===== src/rtl/fp_sqrt_issue_pkg.sv =====
// Shared FP constants for the fixed-latency FP unit wrappers.
//   FP32_W         - single-precision word width
//   FP32_QNAN      - canonical quiet NaN
//   FPSQRT_LATENCY - pipeline depth of the FPSqrt unit
//   fifo_ptr_w()   - pointer width of a power-of-two FIFO (one wrap bit)
package fp_sqrt_issue_pkg;

    localparam int              FP32_W         = 32;
    localparam logic [31:0]     FP32_QNAN      = 32'h7FC0_0000;
    localparam int              FPSQRT_LATENCY = 16;

    function automatic int fifo_ptr_w(input int depth);
        return $clog2(depth) + 1;
    endfunction

endpackage


===== src/rtl/fp_sqrt_issue_if.sv =====
// Request/response bundle of the FP square-root issue wrapper.
//   in_*    - tagged request from FP dispatch (valid/ready)
//   sqrt_a  - operand to the sqrt unit, sqrt_q - its result
//   out_*   - tagged response to the consumer (valid/ready)
//   busy    - any request in flight or buffered
// master = dispatch/consumer/unit side, slave = the wrapper.
interface fp_sqrt_issue_if #(
    parameter int TAG_W = 8
);
    import fp_sqrt_issue_pkg::*;

    logic              in_valid;
    logic              in_ready;
    logic [FP32_W-1:0] in_a;
    logic [TAG_W-1:0]  in_tag;
    logic [FP32_W-1:0] sqrt_a;
    logic [FP32_W-1:0] sqrt_q;
    logic              out_valid;
    logic              out_ready;
    logic [FP32_W-1:0] out_q;
    logic [TAG_W-1:0]  out_tag;
    logic              busy;

    modport master (
        output in_valid, in_a, in_tag, out_ready, sqrt_q,
        input  in_ready, sqrt_a, out_valid, out_q, out_tag, busy
    );

    modport slave (
        input  in_valid, in_a, in_tag, out_ready, sqrt_q,
        output in_ready, sqrt_a, out_valid, out_q, out_tag, busy
    );

endinterface


===== src/rtl/fp_resp_fifo.sv =====
// Show-ahead response FIFO shared by the fixed-latency FP unit wrappers.
//   clk, areset - clock, asynchronous active-low reset
//   wr_i/wdata_i - push (caller guarantees space)
//   rd_i         - pop of the head entry (ignored when empty)
//   rdata_o      - head entry, forced to zero when empty
//   empty_o      - no entry available
module fp_resp_fifo
    import fp_sqrt_issue_pkg::*;
#(
    parameter int WIDTH = 40,
    parameter int DEPTH = 32
) (
    input  logic             clk,
    input  logic             areset,
    input  logic             wr_i,
    input  logic [WIDTH-1:0] wdata_i,
    input  logic             rd_i,
    output logic [WIDTH-1:0] rdata_o,
    output logic             empty_o
);

    localparam int AW = $clog2(DEPTH);
    localparam int PW = fifo_ptr_w(DEPTH);

    logic [PW-1:0]    wptr_q, rptr_q;
    logic [WIDTH-1:0] mem_q [DEPTH];
    logic             full;

    // Extra pointer bit tells full from empty when the index bits match.
    assign empty_o = (wptr_q == rptr_q);
    assign full    = (wptr_q[AW-1:0] == rptr_q[AW-1:0]) && (wptr_q[AW] != rptr_q[AW]);
    assign rdata_o = empty_o ? '0 : mem_q[rptr_q[AW-1:0]];

    always_ff @(posedge clk or negedge areset) begin
        if (!areset) begin
            wptr_q <= '0;
            rptr_q <= '0;
        end else begin
            if (wr_i)
                wptr_q <= wptr_q + PW'(1);
            if (rd_i && !empty_o)
                rptr_q <= rptr_q + PW'(1);
        end
    end

    always_ff @(posedge clk) begin
        if (wr_i)
            mem_q[wptr_q[AW-1:0]] <= wdata_i;
    end

    // Upstream credit accounting must make this impossible.
    a_no_overflow: assert property (@(posedge clk) disable iff (!areset) !(wr_i && full))
        else $error("fp_resp_fifo: write while full");

endmodule


===== src/rtl/fp_sqrt_issue.sv =====
// Valid/ready issue wrapper around the non-stallable FPSqrt unit.
//   clk, areset - clock, asynchronous active-low reset
//   io (slave)  - request in, operand/result to the unit, response out, busy
// A request is issued only while a FIFO slot is reserved for its result
// (credit counter); a valid/tag shift register realigns the unit's output.
module fp_sqrt_issue
    import fp_sqrt_issue_pkg::*;
#(
    parameter int LATENCY    = FPSQRT_LATENCY,
    parameter int TAG_W      = 8,
    parameter int FIFO_DEPTH = 32
) (
    input  logic          clk,
    input  logic          areset,
    fp_sqrt_issue_if.slave io
);

    localparam int             CW      = $clog2(FIFO_DEPTH + 1);
    localparam logic [CW-1:0]  CREDITS = CW'(FIFO_DEPTH);

    logic [CW-1:0]                 cnt_q, cnt_d;
    logic                          in_ready_q;
    logic [LATENCY-1:0]            vld_sr_q;
    logic [LATENCY-1:0][TAG_W-1:0] tag_sr_q;
    logic                          issue, pop;
    logic                          fifo_empty;
    logic [FP32_W+TAG_W-1:0]       fifo_rdata;

    assign issue        = io.in_valid && in_ready_q;
    assign pop          = !fifo_empty && io.out_ready;
    assign io.in_ready  = in_ready_q;
    assign io.sqrt_a    = issue ? io.in_a : '0;
    assign io.out_valid = !fifo_empty;
    assign {io.out_q, io.out_tag} = fifo_rdata;
    assign io.busy      = (cnt_q != '0);

    // Credits cover both in-flight and buffered results.
    always_comb begin
        cnt_d = cnt_q;
        if (issue && !pop)
            cnt_d = cnt_q + CW'(1);
        else if (pop && !issue)
            cnt_d = cnt_q - CW'(1);
    end

    // in_ready is registered from the next credit count so it stays low
    // through reset and never depends on in_valid combinationally.
    always_ff @(posedge clk or negedge areset) begin
        if (!areset) begin
            cnt_q      <= '0;
            in_ready_q <= 1'b0;
            vld_sr_q   <= '0;
            tag_sr_q   <= '0;
        end else begin
            cnt_q      <= cnt_d;
            in_ready_q <= (cnt_d < CREDITS);
            vld_sr_q   <= {issue, vld_sr_q[LATENCY-1:1]};
            tag_sr_q   <= {(issue ? io.in_tag : TAG_W'(0)), tag_sr_q[LATENCY-1:1]};
        end
    end

    // Stage 0 lines up with the unit's result; anything else on sqrt_q is dropped.
    fp_resp_fifo #(
        .WIDTH (FP32_W + TAG_W),
        .DEPTH (FIFO_DEPTH)
    ) u_fifo (
        .clk     (clk),
        .areset  (areset),
        .wr_i    (vld_sr_q[0]),
        .wdata_i ({io.sqrt_q, tag_sr_q[0]}),
        .rd_i    (pop),
        .rdata_o (fifo_rdata),
        .empty_o (fifo_empty)
    );

endmodule


===== src/flat_wrapper.sv =====
// flat-port wrapper written by rule: the top's interface ports become plain ports
module fp_sqrt_issue_flat import fp_sqrt_issue_pkg::*;
#(
    parameter int LATENCY    = FPSQRT_LATENCY,
    parameter int TAG_W      = 8,
    parameter int FIFO_DEPTH = 32
)
  (clk, areset, io_in_valid, io_in_a, io_in_tag, io_out_ready, io_sqrt_q, io_in_ready, io_sqrt_a, io_out_valid, io_out_q, io_out_tag, io_busy);
  fp_sqrt_issue_if #(.TAG_W(TAG_W)) io_i ();
  input  logic clk;
  input  logic areset;
  input wire logic [$bits(io_i.in_valid)-1:0] io_in_valid;
  input wire logic [$bits(io_i.in_a)-1:0] io_in_a;
  input wire logic [$bits(io_i.in_tag)-1:0] io_in_tag;
  input wire logic [$bits(io_i.out_ready)-1:0] io_out_ready;
  input wire logic [$bits(io_i.sqrt_q)-1:0] io_sqrt_q;
  output wire logic [$bits(io_i.in_ready)-1:0] io_in_ready;
  output wire logic [$bits(io_i.sqrt_a)-1:0] io_sqrt_a;
  output wire logic [$bits(io_i.out_valid)-1:0] io_out_valid;
  output wire logic [$bits(io_i.out_q)-1:0] io_out_q;
  output wire logic [$bits(io_i.out_tag)-1:0] io_out_tag;
  output wire logic [$bits(io_i.busy)-1:0] io_busy;
  assign io_i.in_valid = io_in_valid;
  assign io_i.in_a = io_in_a;
  assign io_i.in_tag = io_in_tag;
  assign io_i.out_ready = io_out_ready;
  assign io_i.sqrt_q = io_sqrt_q;
  assign io_in_ready = io_i.in_ready;
  assign io_sqrt_a = io_i.sqrt_a;
  assign io_out_valid = io_i.out_valid;
  assign io_out_q = io_i.out_q;
  assign io_out_tag = io_i.out_tag;
  assign io_busy = io_i.busy;
  fp_sqrt_issue #(.LATENCY(LATENCY), .TAG_W(TAG_W), .FIFO_DEPTH(FIFO_DEPTH)) u_core (.clk(clk), .areset(areset), .io(io_i));
endmodule

===== config.mk =====
export PLATFORM = sky130hd
export DESIGN_NAME = fp_sqrt_issue_flat
export DESIGN_NICKNAME = d
export VERILOG_FILES = /design/src/rtl/fp_sqrt_issue_pkg.sv /design/src/rtl/fp_sqrt_issue_if.sv /design/src/rtl/fp_resp_fifo.sv /design/src/rtl/fp_sqrt_issue.sv /design/src/flat_wrapper.sv
export SDC_FILE = /design/constraint.sdc
export NUM_CORES = 1
export LEC_CHECK = 0
export ABC_AREA = 1
export CAP_MARGIN = 20
export CORE_AREA = 5 5 327 329
export DETAILED_ROUTE_END_ITERATION = 8
export DIE_AREA = 0 0 332 334
export PLACE_DENSITY = 0.74
export REMOVE_ABC_BUFFERS = 1
export SETUP_SLACK_MARGIN = 0.02
export SKIP_LAST_GASP = 1
export SYNTH_ARGS = -nofsm -noshare
export SYNTH_HDL_FRONTEND = slang
export SYNTH_HIERARCHICAL = 1
export SYNTH_SLANG_ARGS = --single-unit

===== constraint.sdc =====
create_clock -name clk -period 4.95 [get_ports clk]
set_input_delay 0.99 -clock clk [delete_from_list [all_inputs] [get_ports clk]]
set_output_delay 0.99 -clock clk [all_outputs]
set_load 0.05 [all_outputs]

==> qor.json <==
{
  "cts.repair_timing.setup_buffer_count": 0,
  "worstPathMaxFanout": 150,
  "setup.worst_path.start_class": "flop",
  "final_cell_mix": "nand2_1 (1616), edfxtp_1 (1280), nand3_1 (660), inv_1 (466), nor2_1 (422)",
  "setup_repair_after_global_routing_missed_its_margin": "false",
  "grt_util_all_layers_pct": 26.25,
  "cts-hold-fix-buffers": 0,
  "area_growth_pct": 14.07,
  "post_synth_num_cell_types": 28,
  "drive_above_1_share_pct": 7.268,
  "finalCritPeriodShare_pct": 95.75,
  "clock_skew_ns": 0.02782,
  "hold_violations": 0,
  "slew_violations": 0,
  "tmin_final_ns": 4.740,
  "timing.rr.start": "u_core/u_fifo/rptr_q[2]",
  "power.leakage_nw": 26.61,
  "tritoncts_num_sinks": 1443,
  "setup_viol": 0,
  "tritoncts": "done",
  "clock_tree.htree_level_count": 4,
  "dr.pass1.iters": 8,
  "final_antenna_net_count": 0,
  "powerDensity_nw_per_um2": 573.8,
  "worstSetupStartpoint": "u_core/u_fifo/rptr_q[1]",
  "globalplace.congestion": 0.7996,
  "design.die.area_sq_um": 110900,
  "drc": 0,
  "clock-root-buffer": "clkbuf_16",
  "cp-end-kind": "output pin",
  "cap_viol_max_count": 0,
  "design.final.nets": 5407,
  "layout_commonest_cell": "nand2_1",
  "cp-endpoint": "io_out_q[23]",
  "power.ir.vdd_worst_v": 0.0006603,
  "synth-seq-cells": 1443,
  "first_pass_grt_wire_length_um": 223000,
  "drt-vias-per-instance": 5.673,
  "floorplan.die.height_um": 334,
  "pin_count_of_the_biggest_net_entering_global_routing": 227,
  "synth_seq_area_share_pct": 72.80,
  "gr-usage-met1_pct": 36.52,
  "grt-busiest-layer": "met2",
  "arrival_ns": 3.75,
  "io-pin-count": 151,
  "grt.met2_usage_pct": 42.17,
  "number_of_clock_buffers_inserted_by_tritoncts": 143,
  "finalPower_mw": 38.22,
  "synth_area_per_cell_sq_um": 11.21,
  "asyncSetResetFlopFracSynth_pct": 11.30,
  "outcome": "completed",
  "clock_tree.buffer_depth": 3,
  "post_drt_wl_per_cell_um": 21.75,
  "post_cts_resize_count": 0,
  "synth.cell_area_sq_um": 58400,
  "design.core.area_sq_um": 103200,
  "hold-worst-slack_ns": 0.3129,
  "hold_path_class": "input port to asynchronous set/reset pin",
  "synth_edf_count": 1280,
  "dp.final_hpwl_um": 75320,
  "synthesis.instances": 5208,
  "grt_pass1_vias": 37128,
  "grt_antenna_before_repair": 1,
  "path_clk_slew_ns": 0.06,
  "groute.layer.met3.usage_pct": 4.986,
  "r2r_setup_slack_ns": 1.43,
  "tightest_slew_ns": 1.283,
  "final_core_utilization_pct": 64.55,
  "num_rows": 118,
  "postSynth.topFlopCell": "edfxtp_1",
  "drt-total-wl_um": 148200,
  "vias": 38663,
  "grt.overflow.total": 0,
  "start_util_pct": 56.59,
  "slew_headroom_pct": 14.45,
  "timing_worst_setup_path_type": "flop to output pin",
  "final_design_area_no_fill_sq_um": 66620,
  "diodes": 0,
  "timing.reg2reg.worst_path_depth": 17,
  "required_ns": 3.96,
  "max_clock_freq_mhz": 211.0,
  "critical_path.reg2reg.endpoint": "u_core/cnt_q[2]",
  "placement.cell_area_sq_um": 61780,
  "clock_insertion_delay_worst_skew_ns": 0.74,
  "yosysWarnings": 6,
  "drt-initial-drc-count": 5008,
  "horizontal_die_dimension_um": 332,
  "port-buffer-count": 150
}
[synth_stat cells, types with 2 or more instances]
| master | number | share of area, % |
|---|---|---|
| nand2_1 | 1617 | 10 |
| edfxtp_1 | 1280 | 66 |
| nand3_1 | 661 | 5.7 |
| inv_1 | 468 | 3.0 |
| nor2_1 | 452 | 2.9 |
| dfrtp_1 | 163 | 7.0 |
| buf_2 | 136 | 1.2 |
| o21ai_0 | 130 | 1.1 |
| o21ai_1 | 75 | 0.64 |
| clkbuf_1 | 60 | 0.39 |
| a21oi_1 | 44 | 0.38 |
| buf_1 | 32 | 0.21 |
| buf_4 | 31 | 0.40 |
| buf_6 | 17 | 0.33 |
| ha_1 | 10 | 0.21 |
| xor2_1 | 10 | 0.15 |
| inv_2 | 5 | 0.032 |
| nor3_1 | 4 | 0.034 |
| nand4_1 | 3 | 0.032 |
| nand2_2 | 2 | 0.021 |
[cells by family (layout without fill, tap and decap cells)]
group	Yosys count	in the layout	synth area share, %
AOI/OAI and AO/OA	251	251	2.157
xor gates and xnor gates	11	11	0.1650
adders and majority gates	10	10	0.2142
buffers and inverters	752	979	5.583
DFF	1443	1443	72.80
and+or+nand+nor	2741	2741	19.08
[worst min path at each step]
| stage | start | end | cells after the start |
|---|---|---|---|
| floorplan | u_core/tag_sr_q[8] | u_core/tag_sr_q[0] | 0 |
| CTS | u_core/tag_sr_q[62] | u_core/tag_sr_q[54] | 0 |
| finish | areset | u_core/tag_sr_q[118] | 1 |
| global placement | u_core/tag_sr_q[21] | u_core/tag_sr_q[13] | 0 |
| detailed placement | u_core/tag_sr_q[110] | u_core/tag_sr_q[102] | 0 |
| global route | u_core/tag_sr_q[68] | u_core/tag_sr_q[60] | 0 |
[through the flow]
| stage | setup WS [ns] | std cells | setup TNS, ns |
|---|---|---|---|
| finish | 0.2103 | 6815 | 0 |
| CTS | 0.3050 | 6807 | 0 |
| floorplan | -14.08 | 4931 | -754.43 |
| global route | 0.1370 | 6815 | 0 |
| detailed placement | 1.168 | 6548 | 0 |
| global placement | 1.122 | 6548 | 0 |
[registers in the layout (all words and copies together), names as in the netlist, named ones only]
signal / flops
u_core/u_fifo/wptr_q: 6
u_core/tag_sr_q: 128
u_core/u_fifo/mem_q: 1280
u_core/io.in_ready: 1
u_core/cnt_q: 5
u_core/vld_sr_q: 16
u_core/u_fifo/rptr_q: 6
[power breakdown]
group	total (mW)	internal [mW]	switching, mW
Sequential	14.4	14.1	0.318
Combinational	13.2	4.10	9.05
Clock	10.7	6.29	4.41
[metal layers]
layer	vias to the layer above	wire [um]
met5	-	19
met4	2	4680
met3	320	16710
met2	2321	70580
met1	18495	56230
li1	17525	-
[critical path, cell delays in order, from the launching register on]
cell and delay [ns]:
dfrtp_4 0.48, buf_12 0.60, buf_4 0.61, o21ai_0 0.19, o21ai_0 0.23, nor2_1 0.08
nor2_1 0.15, nor2_1 0.05, nor2_1 0.23, buf_12 0.18
[cell type report]
cell class,instances,area (sq um)
Clock buffer,191,3990
Clock inverter,68,658.1
Fill cell,7319,36580
Inverter,475,1824
Multi-Input combinational cell,3013,12870
Sequential cell,1443,42530
Tap cell,1380,1727
Timing Repair Buffer,245,3023
(Power assumes the default switching activity.)
